[src/rtl/stream_issue_ctrl_pkg.sv]
// Shared types and defaults for the stream issue controller.
// Holds the FSM state encoding, the default ROM geometry and the
// next-state helper used by the top-level controller.
package stream_issue_ctrl_pkg;

  localparam int unsigned ROM_WIDTH_DEF     = 40;
  localparam int unsigned ROM_ADDR_BITS_DEF = 8;
  localparam int unsigned STATE_W           = 2;

  typedef enum logic [STATE_W-1:0] {
    ST_WARMUP = 2'd0,
    ST_RUN    = 2'd1,
    ST_STALL  = 2'd2
  } state_t;

  // Next state: warm-up completion enters RUN, prog_full toggles RUN/STALL,
  // and the unused encoding falls back to WARMUP.
  function automatic state_t fsm_next(state_t cur, logic warm_done, logic prog_full);
    state_t nxt;
    nxt = cur;
    case (cur)
      ST_WARMUP: if (warm_done)  nxt = ST_RUN;
      ST_RUN:    if (prog_full)  nxt = ST_STALL;
      ST_STALL:  if (!prog_full) nxt = ST_RUN;
      default:                   nxt = ST_WARMUP;
    endcase
    return nxt;
  endfunction

endpackage

[src/rtl/stream_issue_ctrl_pc.sv]
// Schedule program counter and instruction register.
// Ports:
//   bus_clk              clock
//   user_w_write_32_open synchronous active-low reset
//   imem_data            schedule memory read data (1-cycle synchronous read)
//   imem_addr            schedule memory address, wraps after LAST_ADDR
//   instruction          registered copy of imem_data, aligned to the data stream
module stream_issue_ctrl_pc
  import stream_issue_ctrl_pkg::*;
#(
  parameter int unsigned ROM_WIDTH     = ROM_WIDTH_DEF,
  parameter int unsigned ROM_ADDR_BITS = ROM_ADDR_BITS_DEF,
  parameter int unsigned LAST_ADDR     = 255
) (
  input  logic                     bus_clk,
  input  logic                     user_w_write_32_open,
  input  logic [ROM_WIDTH-1:0]     imem_data,
  output logic [ROM_ADDR_BITS-1:0] imem_addr,
  output logic [ROM_WIDTH-1:0]     instruction
);

  localparam logic [ROM_ADDR_BITS-1:0] ADDR_LAST = ROM_ADDR_BITS'(LAST_ADDR);

  // PC free-runs in every state; instruction lags the address by two cycles.
  always_ff @(posedge bus_clk) begin
    if (!user_w_write_32_open) begin
      imem_addr   <= '0;
      instruction <= '0;
    end else begin
      imem_addr   <= (imem_addr == ADDR_LAST) ? '0 : imem_addr + ROM_ADDR_BITS'(1);
      instruction <= imem_data;
    end
  end

endmodule

[src/rtl/stream_issue_ctrl.sv]
// Issue controller in front of the CPU pipeline chain.
// Gates host writes until warm-up completes, paces input-FIFO reads to one
// per PERIOD cycles, raises data-valid for cpu_1 and drives the schedule PC.
// Ports:
//   bus_clk              clock
//   user_w_write_32_open synchronous active-low reset (channel-open flag)
//   wr_en_in / wr_en_out host write enable in, gated enable out (combinational)
//   in_fifo_empty        input FIFO empty
//   in_fifo_rd_en        input FIFO read pulse (registered)
//   din_v                data-valid to cpu_1, read pulse delayed one cycle
//   out_fifo_prog_full   back-pressure from the output FIFO
//   imem_addr/imem_data  schedule memory address / read data
//   instruction          instruction to cpu_1 (registered)
//   issue_count          read pulses issued, wrapping
//   state                current FSM state
module stream_issue_ctrl
  import stream_issue_ctrl_pkg::*;
#(
  parameter int unsigned ROM_WIDTH     = ROM_WIDTH_DEF,
  parameter int unsigned ROM_ADDR_BITS = ROM_ADDR_BITS_DEF,
  parameter int unsigned LAST_ADDR     = 255,
  parameter int unsigned WARMUP_CYCLES = 20,
  parameter int unsigned PERIOD        = 6
) (
  input  logic                     bus_clk,
  input  logic                     user_w_write_32_open,
  input  logic                     wr_en_in,
  output logic                     wr_en_out,
  input  logic                     in_fifo_empty,
  output logic                     in_fifo_rd_en,
  output logic                     din_v,
  input  logic                     out_fifo_prog_full,
  output logic [ROM_ADDR_BITS-1:0] imem_addr,
  input  logic [ROM_WIDTH-1:0]     imem_data,
  output logic [ROM_WIDTH-1:0]     instruction,
  output logic [31:0]              issue_count,
  output logic [1:0]               state
);

  localparam int unsigned CNT_W  = $clog2(WARMUP_CYCLES + 1);
  localparam int unsigned SLOT_W = $clog2(PERIOD);
  localparam logic [CNT_W-1:0]  WARM_MAX  = CNT_W'(WARMUP_CYCLES);
  localparam logic [SLOT_W-1:0] SLOT_LAST = SLOT_W'(PERIOD - 1);

  logic [CNT_W-1:0]  cycle_cnt;
  logic [SLOT_W-1:0] slot;
  state_t            state_q;
  logic              warm_done;
  logic              issue_ok;

  // True on the edge where cycle_cnt reaches (or already holds) WARMUP_CYCLES.
  assign warm_done = (cycle_cnt >= WARM_MAX - CNT_W'(1));

  // Back-pressure sampled at the same edge also blocks the pulse.
  assign issue_ok = (slot == '0) && (state_q == ST_RUN) &&
                    !in_fifo_empty && !out_fifo_prog_full;

  assign wr_en_out = wr_en_in & (cycle_cnt == WARM_MAX);
  assign state     = state_q;

  // FSM, saturating warm-up counter and read pacing.
  always_ff @(posedge bus_clk) begin
    if (!user_w_write_32_open) begin
      state_q       <= ST_WARMUP;
      cycle_cnt     <= '0;
      slot          <= '0;
      in_fifo_rd_en <= 1'b0;
      din_v         <= 1'b0;
      issue_count   <= '0;
    end else begin
      if (cycle_cnt != WARM_MAX) begin
        cycle_cnt <= cycle_cnt + CNT_W'(1);
      end
      state_q       <= fsm_next(state_q, warm_done, out_fifo_prog_full);
      din_v         <= in_fifo_rd_en;
      in_fifo_rd_en <= issue_ok;
      // An issued slot always runs to completion, even through STALL.
      if (issue_ok) begin
        slot        <= SLOT_W'(1);
        issue_count <= issue_count + 32'd1;
      end else if (slot != '0) begin
        slot <= (slot == SLOT_LAST) ? '0 : slot + SLOT_W'(1);
      end
    end
  end

  stream_issue_ctrl_pc #(
    .ROM_WIDTH     (ROM_WIDTH),
    .ROM_ADDR_BITS (ROM_ADDR_BITS),
    .LAST_ADDR     (LAST_ADDR)
  ) u_pc (
    .bus_clk              (bus_clk),
    .user_w_write_32_open (user_w_write_32_open),
    .imem_data            (imem_data),
    .imem_addr            (imem_addr),
    .instruction          (instruction)
  );

endmodule

[config.mk]
export PLATFORM = sky130hd
export DESIGN_NAME = stream_issue_ctrl
export DESIGN_NICKNAME = d
export VERILOG_FILES = /design/src/rtl/stream_issue_ctrl_pkg.sv /design/src/rtl/stream_issue_ctrl_pc.sv /design/src/rtl/stream_issue_ctrl.sv
export SDC_FILE = /design/constraint.sdc
export NUM_CORES = 1
export LEC_CHECK = 0
export CAP_MARGIN = 20
export CORE_MARGIN = 8
export CORE_UTILIZATION = 26
export DETAILED_ROUTE_END_ITERATION = 12
export HOLD_SLACK_MARGIN = 0.15
export SYNTH_ARGS = -nofsm -noshare
export SYNTH_HDL_FRONTEND = slang
export SYNTH_SLANG_ARGS = --single-unit
[constraint.sdc]
create_clock -name bus_clk -period 2.09 [get_ports bus_clk]
set_input_delay 0.209 -clock bus_clk [delete_from_list [all_inputs] [get_ports bus_clk]]
set_output_delay 0.209 -clock bus_clk [all_outputs]
set_load 0.01 [all_outputs]
==> metrics.md, run 1 <==
| Metric | Value |
|---|---|
| Outcome | `finished, final reports clean` |
| # IOs | `130` |
| Worst reg2reg path endpoint | `issue_count[21]` |
| Worst path top cell family by delay | `buffers and inverters` |
| CP startpoint kind | `register` |
| Power Density | `roughly 700 nW/um^2` |
| Reg power frac | `48.8%` |
| Iter 0 DRT Violations | `141` |
| Reg2reg setup slack | `0.15 ns` |
| Clock share of power | `43.5%` |
| Hold Path Sink | `u_pc.instruction[31]` |
| Core area | `13200 um^2` |
| Final Max Slew Viols | `0` |
| Vias in the first global route | `2945` |
| Hold WC Path Type | `in -> reg` |
| Post-DRT Antenna Nets | `0` |
| Port-buffer cells | `129` |
| CP Max Fanout | `5` |
| Post-Synthesis Cell Area | `3510 um^2` |
| Layout cells sized above 1 | `6.02%` |
| Setup repair after global routing missed its margin | `false` |
| Register area share after synthesis | `52.4%` |
| Worst slew pin tran | `0.561 ns` |
| Total GRT Usage | `10.7%` |
| Top cell type's share of synthesized area | `52.4%` |
| Final period util | `roughly 93%` |
| VDD IR-drop max | `0.299 mV` |
| Vias/cell | `4.41` |
| Overall power | `3740 uW` |
| Commonest non-fill, non-tap cell in the layout | `clkdlybuf4s50_1` |
| Post-DP HPWL | `6580 um` |
| Final Critical Period | `1.95 ns` |
| Synth area leader | `dfxtp_1` |
| Dpl cell area | `around 5000 um^2` |
| Num CTS Buffers | `9` |
| HP Start | `imem_data[31]` |
| Syn Inst Count | `around 360` |
| Initial Util | `26.5%` |
| Rows | `42` |
| Comb pwr share | `7.7%` |
| DR pass1 iterations | `4` |
| Top cells by area, synth | `dfxtp_1 (52%), and2_1 (8.0%), xor2_1 (3.2%), mux2i_1 (3.1%), a21oi_1 (2.6%)` |
| Largest net degree at the start of global routing | `65` |
| Die area | `17500 um^2` |
| Net Count, Synth | `410` |
| Layout Nets | `544` |
| Final hold vios | `0` |
| First-pass GRT wire length | `15100 um` |
| Worst-path cell chain | `inv_1, ha_1, nand4b_1, nor2_1, clkdlybuf4s50_1` |
| Reg2Reg Depth | `4` |
| Async SR Flop Fraction | `0%` |
| Top_reg_cell synth | `dfxtp_1` |
| Die Ht | `132 um` |
| Fin Hold WS | `0.443 ns` |
| Final Cell Area | `5370 um^2` |
| Syn Area/Cell | `9.73 um^2` |
| Routed wire length | `9410 um` |
| Via count | `2974` |
| Crit-path slowest cell | `clkdlybuf4s50_1` |
| Clock latency on the worst-skew pair | `about 0.34 ns` |
| Post-DR wirelength/cell | `14.0 um` |
| Clock H-tree levels | `3` |
| Post-synth cell types | `34` |
| Net Switching | `a little under 800 uW` |
| Max-cap violations | `0` |
| Slowest stage delay, CP | `0.54 ns` |
| Worst-path clk slew | `0.06 ns` |
| Initial antenna violation count | `0` |
| Most frequent cells in the layout | `clkdlybuf4s50_1 (128), dfxtp_1 (92), and2_1 (45)` |
| Placer Congestion | `0.749` |
| CP Capture Type | `output port` |
| Cell Int Power | `approximately 3000 uW` |
| Die width | `~130 um` |
| # clock sinks | `92` |
| Relative slew slack | `about 62%` |
| Data required time of the worst path | `1.88 ns` |
| Kind of critical path | `reg -> out` |
| Root Buffer | `clkbuf_16` |
| Clk_skew | `0.00796 ns` |
| CTS tree | `built` |
| CTS Buffer Depth | `2` |
| Switching share of power | `20.7%` |
| GR Overflow Total | `0` |
| Ys Warns | `0` |
| Hold path depth | `2` |
| Crit path buf inv count | `2` |
| Post-synth EDFFs | `0` |
| Area Overhead vs Synth | `52.8%` |
| Final setup fails | `0` |
| Yosys reg bits | `92` |
| Worst reg2reg startpoint | `state[1]` |
| Number of remaining DRC errors | `0` |
| LEAKAGE | `0.00195 uW` |
| Fmax | `514 MHz` |
| # diodes | `0` |
| WP data arrival | `1.74 ns` |
| Setup tns final | `0 ns` |
[worst max path at each step]
stage / from / end / slack [ns] / cells after the start
after floorplan: state[1] / issue_count[15] / 0.18 / 5
after global placement: out_fifo_prog_full / issue_count[21] / -0.05 / 5
after detailed placement: out_fifo_prog_full / issue_count[23] / -0.13 / 5
after CTS: state[0] / issue_count[23] / 0.09 / 4
after global routing: state[1] / issue_count[21] / 0.02 / 4
final: cycle_cnt[0] / wr_en_out / 0.14 / 5
[worst register-to-register path: stages (launching register included)]
cell and delay, ns:
dfxtp_1 0.37, nor4_4 0.50, nand4_4 0.26, or4_1 0.57, a21oi_1 0.17
[registers in the layout (all words and copies together), names as in the netlist]
register / count
in_fifo_rd_en: 1
u_pc.instruction: 40
cycle_cnt: 5
din_v: 1
state: 2
u_pc.imem_addr: 8
slot: 3
issue_count: 32
[cell families (layout without fill, tap and decap cells)]
family | Yosys count | count (layout) | share of synthesized area [%]
simple gates | 170 | 171 | 28.9
buf+inv | 29 | 165 | 3.35
compound gates | 37 | 37 | 6.31
flops | 92 | 92 | 52.4
fa+ha+maj | 4 | 4 | 1.43
xor+xnor | 18 | 18 | 4.49
mux | 11 | 11 | 3.14
[cell usage after synthesis (10+ instances only)]
library cell / count
nor2_1: 23
dfxtp_1: 92
nor4_1: 10
mux2i_1: 11
or4_1: 11
o31ai_1: 11
a21oi_1: 18
nand2b_1: 10
inv_1: 10
nand3_1: 15
nand4_1: 10
xor2_1: 13
and2_1: 45
clkbuf_1: 16
nand2_1: 21
[metrics by stage]
step,cells,setup WS [ns],utilization (%)
after floorplan,361,0.181,-
after global placement,656,-0.0512,37.9
after detailed placement,656,-0.128,37.9
after CTS,672,0.0923,40.2
after global routing,674,0.0217,40.5
final,674,0.143,40.5
[routing by layer]
metal  vias to the layer above  part of all wire (%)  global-route usage (%)
li1                       1515                     -                       -
met1                      1336                    46                    12.3
met2                       109                    44                    16.3
met3                        14                   8.9                    5.14
met4                         0                   1.8                    4.92
met5                         -                     0                       0
[layout make-up]
class / count / area (um^2)
clock buffers: 12 / 256
clock inverters: 2 / 35.0
fillers: 1339 / 7880
inverters: 10 / 37.5
multi-input cells: 241 / 1570
flip-flops and latches: 92 / 1840
well taps: 176 / 220
repair buffers: 141 / 1410
[power by group through the flow]
stage               combinational (uW)  sequential [uW]  clock (uW)
finish                             290             1830        1630
global route                       317             1830        1750
CTS                                290             1830        1690
detailed placement                 286             1870           0
global placement                   281             1860           0
floorplan                         71.6             1890           0
[timing repair]
| item | in CTS | in global routing |
|---|---|---|
| hold endpoints to repair | 1 | 0 |
| pin swaps | 0 | 1 |
| hold buffers | 1 | 0 |
| buffers inserted | 1 | 0 |
| resized for setup | 0 | 0 |
| endpoints found under the setup margin | 1 | 1 |
| cloned | 0 | 1 |
No activity file was read; power rests on OpenSTA's default activity.
==> run 2, diff against run 1 <==
--- a/config.mk
+++ b/config.mk
@@ -5,11 +5,12 @@
 export SDC_FILE = /design/constraint.sdc
 export NUM_CORES = 1
 export LEC_CHECK = 0
-export CAP_MARGIN = 20
+export CAP_MARGIN = 40
 export CORE_MARGIN = 8
 export CORE_UTILIZATION = 26
 export DETAILED_ROUTE_END_ITERATION = 12
 export HOLD_SLACK_MARGIN = 0.15
+export SKIP_CTS_REPAIR_TIMING = 1
 export SYNTH_ARGS = -nofsm -noshare
 export SYNTH_HDL_FRONTEND = slang
 export SYNTH_SLANG_ARGS = --single-unit
==> run 2 against run 1 <==
  * Total power grew 6.7%
  * Cell count increased by 0.30%
  * Non-clock buffer count did not move
  * Largest cell class unchanged
  * Largest power group is now clock
  * Highest routed layer unchanged
==> metrics.md, run 2 (synthesized netlist as in run 1, its figures left out) <==
| Metric | Value |
|---|---|
| # clock sinks | `92` |
| CP startpoint kind | `register` |
| Port-buffer cells | `~130` |
| Die width | `132 um` |
| Placer Congestion | `0.749` |
| CP Max Fanout | `12` |
| # IOs | `130` |
| Clock H-tree levels | `3` |
| First-pass GRT wire length | `15100 um` |
| Fillers | `1327` |
| Routed wire length | `9480 um` |
| GR Overflow Total | `0` |
| # diodes | `0` |
| CP Capture Type | `register` |
| Biggest regs | `u_pc.instruction (40), issue_count (32), u_pc.imem_addr (8)` |
| Total GRT Usage | `10.7%` |
| Core area | `13200 um^2` |
| Iter 0 DRT Violations | `119` |
| VDD IR-drop max | `~0.54 mV` |
| Layout cells sized above 1 | `6.60%` |
| Switching share of power | `20.1%` |
| Largest net degree at the start of global routing | `65` |
| Root Buffer | `clkbuf_16` |
| Clk_skew | `a little over 0.008 ns` |
| Reg power frac | `45.7%` |
| Final Max Slew Viols | `0` |
| Final hold vios | `0` |
| Number of remaining DRC errors | `0` |
| Data required time of the worst path | `2.36 ns` |
| Via count | `3001` |
| Area of the multi-input gates | `between 1500 and 2000 um^2` |
| CTS Buffer Depth | `2` |
| Hold WC Path Type | `in -> reg` |
| Register area | `roughly 1800 um^2` |
| Setup repair after global routing missed its margin | `false` |
| Reg with most FFs | `u_pc.instruction` |
| Max-cap violations | `0` |
| Rows | `42` |
| Fmax | `roughly 520 MHz` |
| Vias/cell | `4.44` |
| Net Switching | `803 uW` |
| Dpl cell area | `between 5000 and 6000 um^2` |
| Comb pwr share | `7.3%` |
| Clock share of power | `between 40% and 50%` |
| Most frequent cells in the layout | `clkdlybuf4s50_1 (127), dfxtp_1 (92), and2_1 (45)` |
| WP data arrival | `2.21 ns` |
| Layout Nets | `544` |
| LEAKAGE | `0.00199 uW` |
| Power Density | `736 nW/um^2` |
| Initial Util | `26.5%` |
| Final Cell Area | `between 5000 and 6000 um^2` |
| Cell Int Power | `3190 uW` |
| Kind of critical path | `reg -> reg` |
| Vias in the first global route | `just under 3000` |
| Final setup fails | `0` |
| Clock latency on the worst-skew pair | `0.34 ns` |
| CTS tree | `built` |
| Commonest non-fill, non-tap cell in the layout | `clkdlybuf4s50_1` |
| Outcome | `finished, final reports clean` |
| Initial antenna violation count | `0` |
| Relative slew slack | `61.3%` |
| Post-DR wirelength/cell | `~14 um` |
| Final Critical Period | `1.94 ns` |
| Area Overhead vs Synth | `54.6%` |
| Worst-path clk slew | `0.07 ns` |
| Die Ht | `approximately 130 um` |
| Post-DP HPWL | `6620 um` |
| Num CTS Buffers | `9` |
| Final period util | `92.8%` |
| Worst slew pin tran | `0.574 ns` |
| Setup tns final | `0 ns` |
| Max FFs per register | `40` |
| Post-DRT Antenna Nets | `0` |
| DR pass1 iterations | `4` |
| Die area | `17500 um^2` |
-- run 2: cell types whose count changed in the layout (fill, tap and decap cells not counted) --
cell             before  now
dlymetal6s2s_1        0    1
clkinv_4              0    1
clkinvlp_4            0    1
clkbuf_8              2    1
bufinv_16             1    3
clkdlybuf4s50_1     128  127
clkbuf_1              1    0
-- run 2: worst paths after layout --
path / cells past startpoint / from / slack [ns] / endpoint
worst min register to register: 1 / u_pc.imem_addr[0] / 0.48 / u_pc.imem_addr[0]
worst max register to register: 4 / state[1] / 0.15 / issue_count[23]
worst min-delay path: 2 / imem_data[7] / 0.44 / u_pc.instruction[7]
worst max-delay path: 4 / state[1] / 0.15 / issue_count[23]
-- run 2: power groups by stage --
stage,combinational (uW),clock [uW],sequential (uW)
floorplan,71.6,0,1890
global placement,281,0,1860
detailed placement,292,0,1870
CTS,294,1950,1830
global route,316,2030,1830
finish,290,1880,1830
-- run 2: worst max-delay path, stage by stage, from the launching register on --
cell	delay, ns
dfxtp_1	0.37
nor4_4	0.51
nand4_4	0.25
or4_1	0.56
a21oi_1	0.17
-- run 2: through the flow --
step	total power (uW)	instances	worst slack, ns	hold WS (ns)	util, %
CTS	4070	673	-0.0796	0.106	40.8
finish	3990	676	0.151	0.444	41.0
detailed placement	2160	657	-0.104	0.465	38.1
global route	4170	676	0.0183	0.430	41.0
global placement	2140	656	-0.0512	0.457	37.9
floorplan	1960	361	0.181	0.336	-
-- run 2: layer usage --
layer	vias up	wire, um	track usage, %
met5	-	0	0
met1	1357	4210	11.6
met2	111	4220	17.2
li1	1526	-	-
met3	7	926	6.40
met4	0	115	3.09
-- run 2: final cells by class --
class / count / share of cell area, %
clock buffers: 10 / 4.40
clock inverters: 6 / 2.05
inverters: 10 / 0.691
multi-input cells: 241 / 28.8
flip-flops and latches: 92 / 33.9
well taps: 176 / 4.06
repair buffers: 141 / 26.0
